$ cat src/rtl/sprite_rom_arbiter.sv
// Round-robin arbiter sharing one sprite ROM read port among NUM_REQ
// requesters. Define SPRITE_ARB_PRIO_EN to give requester 0 fixed priority.
module sprite_rom_arbiter #(
    parameter int NUM_REQ  = 4,
    parameter int ADDR_W   = 14,
    parameter int DATA_W   = 12,
    parameter int MAX_WAIT = 15,
    localparam int IDX_W   = $clog2(NUM_REQ)
) (
    input  logic                      vga_clk,
    input  logic                      reset_n,
    input  logic [NUM_REQ-1:0]        req,
    input  logic [NUM_REQ*ADDR_W-1:0] addr,
    output logic [NUM_REQ-1:0]        gnt,
    output logic                      rom_en,
    output logic [ADDR_W-1:0]         rom_addr,
    input  logic [DATA_W-1:0]         rom_q,
    output logic [DATA_W-1:0]         rdata,
    output logic                      rvalid,
    output logic [IDX_W-1:0]          rid,
    output logic [NUM_REQ-1:0]        starve
);

    localparam logic [7:0] MAX_W = 8'(MAX_WAIT);

    logic [IDX_W-1:0]    ptr;
    logic [IDX_W-1:0]    gnt_idx;
    logic                gnt_any;
    logic                ptr_adv;
    logic [NUM_REQ-1:0]  rr_req;
    logic [2*NUM_REQ-1:0] rot;
    logic [IDX_W-1:0]    tag;
    logic [ADDR_W-1:0]   addr_a [NUM_REQ];
    logic [7:0]          wcnt [NUM_REQ];

    // Unpack the flattened address bus into one word per requester
    always_comb begin
        for (int i = 0; i < NUM_REQ; i++) begin
            addr_a[i] = addr[i*ADDR_W +: ADDR_W];
        end
    end

    // Requests taking part in the rotating search
    always_comb begin
        rr_req = req;
`ifdef SPRITE_ARB_PRIO_EN
        rr_req[0] = 1'b0;
`endif
    end

    // Grant select: first requester at or after ptr, wrapping around
    always_comb begin
        int sel;
        int k;
        gnt     = '0;
        gnt_any = 1'b0;
        gnt_idx = '0;
        ptr_adv = 1'b0;
        sel     = 0;
        k       = 0;
        rot     = {rr_req, rr_req} >> ptr;
        if (reset_n) begin
`ifdef SPRITE_ARB_PRIO_EN
            if (req[0]) begin
                gnt_any = 1'b1;
            end
`endif
            if (!gnt_any) begin
                for (int o = 0; o < NUM_REQ; o++) begin
                    if (!ptr_adv && rot[o]) begin
                        ptr_adv = 1'b1;
                        sel     = o;
                    end
                end
                if (ptr_adv) begin
                    k = int'(ptr) + sel;
                    if (k >= NUM_REQ) begin
                        k = k - NUM_REQ;
                    end
                    gnt_idx = IDX_W'(k);
                    gnt_any = 1'b1;
                end
            end
            if (gnt_any) begin
                gnt[gnt_idx] = 1'b1;
            end
        end
    end

    // Round-robin pointer moves past the requester just served
    always_ff @(posedge vga_clk or negedge reset_n) begin
        if (!reset_n) begin
            ptr <= '0;
        end else if (ptr_adv) begin
            if (gnt_idx == IDX_W'(NUM_REQ - 1)) begin
                ptr <= '0;
            end else begin
                ptr <= gnt_idx + 1'b1;
            end
        end
    end

    // ROM request stage: launch the granted address, hold it when idle
    always_ff @(posedge vga_clk or negedge reset_n) begin
        if (!reset_n) begin
            rom_en   <= 1'b0;
            rom_addr <= '0;
            tag      <= '0;
        end else begin
            rom_en <= gnt_any;
            if (gnt_any) begin
                rom_addr <= addr_a[gnt_idx];
                tag      <= gnt_idx;
            end
        end
    end

    // Return stage: capture ROM data at the end of the rom_en cycle
    always_ff @(posedge vga_clk or negedge reset_n) begin
        if (!reset_n) begin
            rvalid <= 1'b0;
            rdata  <= '0;
            rid    <= '0;
        end else begin
            rvalid <= rom_en;
            if (rom_en) begin
                rdata <= rom_q;
                rid   <= tag;
            end
        end
    end

    // Per-requester wait counters and sticky starvation flags
    always_ff @(posedge vga_clk or negedge reset_n) begin
        if (!reset_n) begin
            starve <= '0;
            for (int i = 0; i < NUM_REQ; i++) begin
                wcnt[i] <= '0;
            end
        end else begin
            for (int i = 0; i < NUM_REQ; i++) begin
                if (!req[i] || gnt[i]) begin
                    wcnt[i] <= '0;
                end else if (wcnt[i] < MAX_W) begin
                    wcnt[i] <= wcnt[i] + 8'd1;
                end
                if (wcnt[i] == MAX_W) begin
                    starve[i] <= 1'b1;
                end
            end
        end
    end

endmodule
$ cat config.mk
export PLATFORM = sky130hd
export DESIGN_NAME = sprite_rom_arbiter
export DESIGN_NICKNAME = d
export VERILOG_FILES = /design/src/rtl/sprite_rom_arbiter.sv
export SDC_FILE = /design/constraint.sdc
export NUM_CORES = 1
export LEC_CHECK = 0
export CELL_PAD_IN_SITES_DETAIL_PLACEMENT = 2
export CELL_PAD_IN_SITES_GLOBAL_PLACEMENT = 2
export CORE_UTILIZATION = 31
export CTS_CLUSTER_SIZE = 28
export DETAILED_ROUTE_END_ITERATION = 12
export GPL_ROUTABILITY_DRIVEN = 0
export PLACE_DENSITY_LB_ADDON = 0.1
export SLEW_MARGIN = 20
export SYNTH_ARGS = -nofsm -noshare
export SYNTH_HDL_FRONTEND = slang
export SYNTH_SLANG_ARGS = --single-unit
$ cat constraint.sdc
create_clock -name vga_clk -period 8.8 [get_ports vga_clk]
set_clock_uncertainty 0.15 [all_clocks]
set_input_delay 0.88 -clock vga_clk [delete_from_list [all_inputs] [get_ports vga_clk]]
set_output_delay 0.88 -clock vga_clk [all_outputs]
set_load 0.01 [all_outputs]
# Word level (Yosys, flattened, before mapping)
# Cells that the tools add are included.
# Widths: inputs -> output; s select.
[word_totals]
reg_bits = 70
out_inout_bits = 38
wordCells = 92
[op_classes]
add_sub_neg = 7
order_cmp = 8
eq_ne = 5
n_shift = 1
mux = 36
bitwise_logic = 1
n_reduce_logical = 19
[ops]
columns = ["cell", "count"]
rows = [
  ["$mux 32", 3],
  ["$mux 8", 8],
  ["$add 3x32->32", 1],
  ["$add 8x1->8 const B", 4],
  ["$eq 8x4->1 const B", 4],
  ["$ge 32x4->1 const B", 1],
  ["$lt 8x4->1 const B", 4],
  ["$bmux 14 s2", 1],
  ["$mux 14", 2],
  ["$mux 1", 14],
  ["$mux 2", 5],
  ["$mux 4", 2],
  ["$reduce_bool 2->1", 4],
  ["$shr 8x2->4", 1],
  ["$logic_not 1->1", 7],
  ["$logic_and 1x1->1", 4],
  ["$logic_or 1x1->1", 4],
  ["$ge 3x3->1 const B", 1],
  ["$lt 2x3->1 const B", 1],
  ["$not 2->3", 1],
  ["$add 2x1->2 const B", 1],
  ["$demux 1 s2", 1],
  ["$eq 2x2->1 const B", 1],
  ["$ge 2x1->1 const B", 1],
  ["$sub 2x1->2 const B", 1],
]

# Logic depth before layout (Yosys ltp)
[logic_depth]
ltp_word = 28
mapped_depth = 12
mapped_depth_nobuf = 10

# Least setup slack after synthesis
# OpenSTA, ideal clock, no wires.
[synth_timing]
path_type = "in2out"
from = "in req[3]"
to = "out gnt[3]"
t_arrival_ns = 2.979
required_ns = 7.770
path_slack_ns = 4.791
stages = 10
n_path_buf = 2
cell_sequence = "clkbuf_1 > nand2_1 > a21oi_1 > o211ai_1 > o31a_1 > ha_1 > xor2_1 > or4_1 > buf_2 > a31oi_2"
[synth_via]
elab_chain_cells = 26
[synth_rtl]
columns = ["item", "line_no", "source"]
rows = [
  ["start: declaration", "12", "input logic [NUM_REQ-1:0] req,"],
  ["$shr 8x2->4 (*)", "61", "rot = {rr_req, rr_req} >> ptr;"],
  ["$mux 1", "70", "if (!ptr_adv && rot[o]) begin"],
  ["$mux 1", "62", "if (reset_n) begin"],
  ["$logic_not 1->1", "70", ""],
  ["$logic_and 1x1->1", "70", ""],
  ["$mux 1", "70", ""],
  ["$mux 1", "62", ""],
  ["$logic_not 1->1", "70", ""],
  ["[... 10 more ...]", "--", ""],
  ["$mux 2", "75", "if (ptr_adv) begin"],
  ["$mux 2", "62", ""],
  ["$lt 2x3->1 (implied by the code) or $ge 2x1->1 (tied branches)", "85", "gnt[gnt_idx] = 1'b1;"],
  ["$logic_and 1x1->1 (implied by the code)", "85", ""],
  ["$mux 1 (implied by the code)", "85", ""],
  ["$demux 1 s2", "85", ""],
  ["$mux 4 (*)", "84", "if (gnt_any) begin"],
  ["$mux 4 (*)", "62", ""],
  ["end: declaration", "14", "output logic [NUM_REQ-1:0] gnt,"],
]
# Every way passes the cells marked *; elsewhere a longest branch is shown, timed or not. The select of a mux whose other input is x is not followed.

# Worst setup path in the final report
[layout_timing]
from = "in req[0]"
to = "out gnt[3]"
# The elaborated chain is that of the path after synthesis.

==> impl_metrics.toml <==
[status]
status = "complete, no violations"

[route]
ant_nets = 0
routed_wl_um = 10010
via_count = 3010
first_iter_violations = 93
first_pass_iters = 4
via_per_inst = 5.190
drcViolationCount = 0
wl_per_cell_um = 17.26

[yosys]
synth_nets = 409
synth-async-reset-ratio_pct = 100.0
synth_cells = 330
synth_area_sq_um = 3546
synth_top_area_cell = "dfrtp_1"
synth_top_cell_area_share_pct = 49.40
seq_area_frac_synth_pct = 49.40
synth-seq-cells = 70
synth_enable_flop_cells = 0
synthFlopType = "dfrtp_1"
yosys_warnings = 0
syn_area_per_cell_sq_um = 10.75
synth_cell_types = 50
yosys-top-cells-area = "dfrtp_1 49%, mux2i_1 8.5%, mux2_2 4.4%, o311ai_1 3.5%, nand2_1 3.1%"

[place]
dp_hpwl_um = 7036
place_area_sq_um = 4770
port_buffers = 111

[power]
leakage_nw = 2.304
vdd_drop_max_mv = 0.1357
power_mw = 1.600
p_per_area_nw_per_um2 = 311.3

[clocking]
cts_buffer_depth = 2
post_cts_buffers = 0
worstSkewPairLatency_ns = 0.32
htree_levels = 3
root_buffer = "clkbuf_16"
cts-resized-gates = 0
clkTransAtPathRegs_ns = 0.06
cts_tree = "built"
numCtsBuffers = 9
cts_sinks = 70
hold_buffers = 0

[global_route]
grt_pass1_vias = 3229
grt_pass1_wl_um = 16530
grt_max_degree = 71
grt_overflow = 0
grt_usage_pct = 18.07
antenna_found_initial = 0

[sta]
timing.final.crit_share_pct = 66.25
rsz0062_at_grt = "no"
maxSlewHeadroom_pct = 39.71
setup_violations = 0
fmax_mhz = 171.5
tightest_slew_ns = 0.9043
hold_viol_final = 0
maxSlewViolCount = 0
setup_tns_ns = 0
period_minus_slack_ns = 5.830

[die]
num_rows = 38
floorplan.initialDensity_pct = 32.29
io_pins = 112
die_h_um = 109.0
die_area_sq_um = 11870
core_sq_um = 10980
die_w_um = 109.0

[hold_path]
hp-class = "flop to flop"

[finish]
antennaDiodeCount = 0
finalInstanceArea_sq_um = 5140
area_growth_pct = 44.95
drive_gt1_share_pct = 9.545
final_nets = 514
layout_commonest_cell = "clkdlybuf4s50_1"
layout_common_cells = "110 x clkdlybuf4s50_1, 70 x dfrtp_1, 30 x mux2i_1"

[setup_path]
crit_arrival_ns = 4.80
critPathRequiredTime_ns = 7.77
crit_type = "input pin to output pin"
crit_path_max_fanout = 18
start_kind = "input pin"
end_kind = "output pin"

[run]
maxCapViolations = 0
==> per-layer routing <==
layer | wire length [um] | global-route usage (%)
met1 | 4466 | 22.99
met2 | 4908 | 29.74
met4 | 47 | 4.923
met5 | 0 | 0
met3 | 590 | 5.320
==> power breakdown <==
group          switching [mW]  internal [mW]  total, mW
clock                   0.143          0.307      0.450
sequential             0.0615          0.395      0.457
combinational           0.366          0.327      0.693
total                   0.571           1.03       1.60
==> stage by stage <==
stage | setup WS (ns) | utilization (%) | cells | hold slack [ns]
floorplan | 4.791 | - | 330 | 0.2914
global placement | 3.096 | 43.43 | 564 | 0.3016
detailed placement | 2.961 | 43.43 | 564 | 0.3164
CTS | 2.920 | 46.80 | 580 | 0.3303
global route | 2.724 | 46.80 | 580 | 0.3403
finish | 2.970 | 46.80 | 580 | 0.3207
==> worst paths after layout <==
| check | from | end | slack (ns) | depth (start not counted) |
|---|---|---|---|---|
| setup / recovery | req[0] | gnt[3] | 2.97 | 10 |
| hold / removal | starve[0] | starve[0] | 0.32 | 1 |
| setup reg to reg | ptr[1] | ptr[1] | 5.30 | 8 |
| hold reg to reg | starve[0] | starve[0] | 0.32 | 1 |
| max in group asynchronous | reset_n | starve[2] | 7.24 | 2 |
| min in group asynchronous | reset_n | wcnt[29] | 0.66 | 2 |
==> synthesized netlist by cell type, types with 4 or more instances <==
cell	count
nand4_1	16
and2_1	8
buf_1	4
nand2_1	29
a21oi_1	7
dfrtp_1	70
nor2_1	28
xnor2_1	4
o211a_1	4
o311ai_1	14
ha_1	5
inv_1	5
xor2_1	6
nand3_1	10
nor3b_1	6
clkbuf_1	12
nor3_1	6
mux2_2	14
o21ai_0	4
mux2i_1	30
==> sequential cells by signal (all words and copies together), names as in the netlist <==
register,count
rdata,12
rid,2
rvalid,1
wcnt,32
starve,4
tag,2
rom_addr,14
ptr,2
rom_en,1
==> cells by family (layout without fill, tap and decap cells) <==
| kind of cell | Yosys count | in the layout | synth area share [%] |
|---|---|---|---|
| and+or+nand+nor | 121 | 121 | 17.64 |
| AOI/OAI and AO/OA | 54 | 54 | 12.53 |
| adders and majority gates | 5 | 5 | 1.764 |
| muxes | 44 | 44 | 12.91 |
| buffers and inverters | 26 | 136 | 3.281 |
| xor gates and xnor gates | 10 | 10 | 2.470 |
| DFF | 70 | 70 | 49.40 |
==> worst max-delay path: stages <==
cell and delay, ns:
clkdlybuf4s50_1 0.64, inv_1 0.15, o21ai_0 0.20, a21oi_1 0.09, o31a_1 0.30, ha_1 0.21
xor2_1 0.20, or4_1 0.90, a31oi_2 0.59, clkdlybuf4s50_1 0.63
==> final cells by class <==
type | instances | area, sq um
clock buffer | 9 | 225.2
clock inverter | 7 | 145.1
fill | 1160 | 5843
inverter | 5 | 18.77
multi-input combinational | 234 | 1685
sequential | 70 | 1752
tap | 140 | 175.2
timing repair buffer | 115 | 1139
Power figures use the tool's default switching activity.
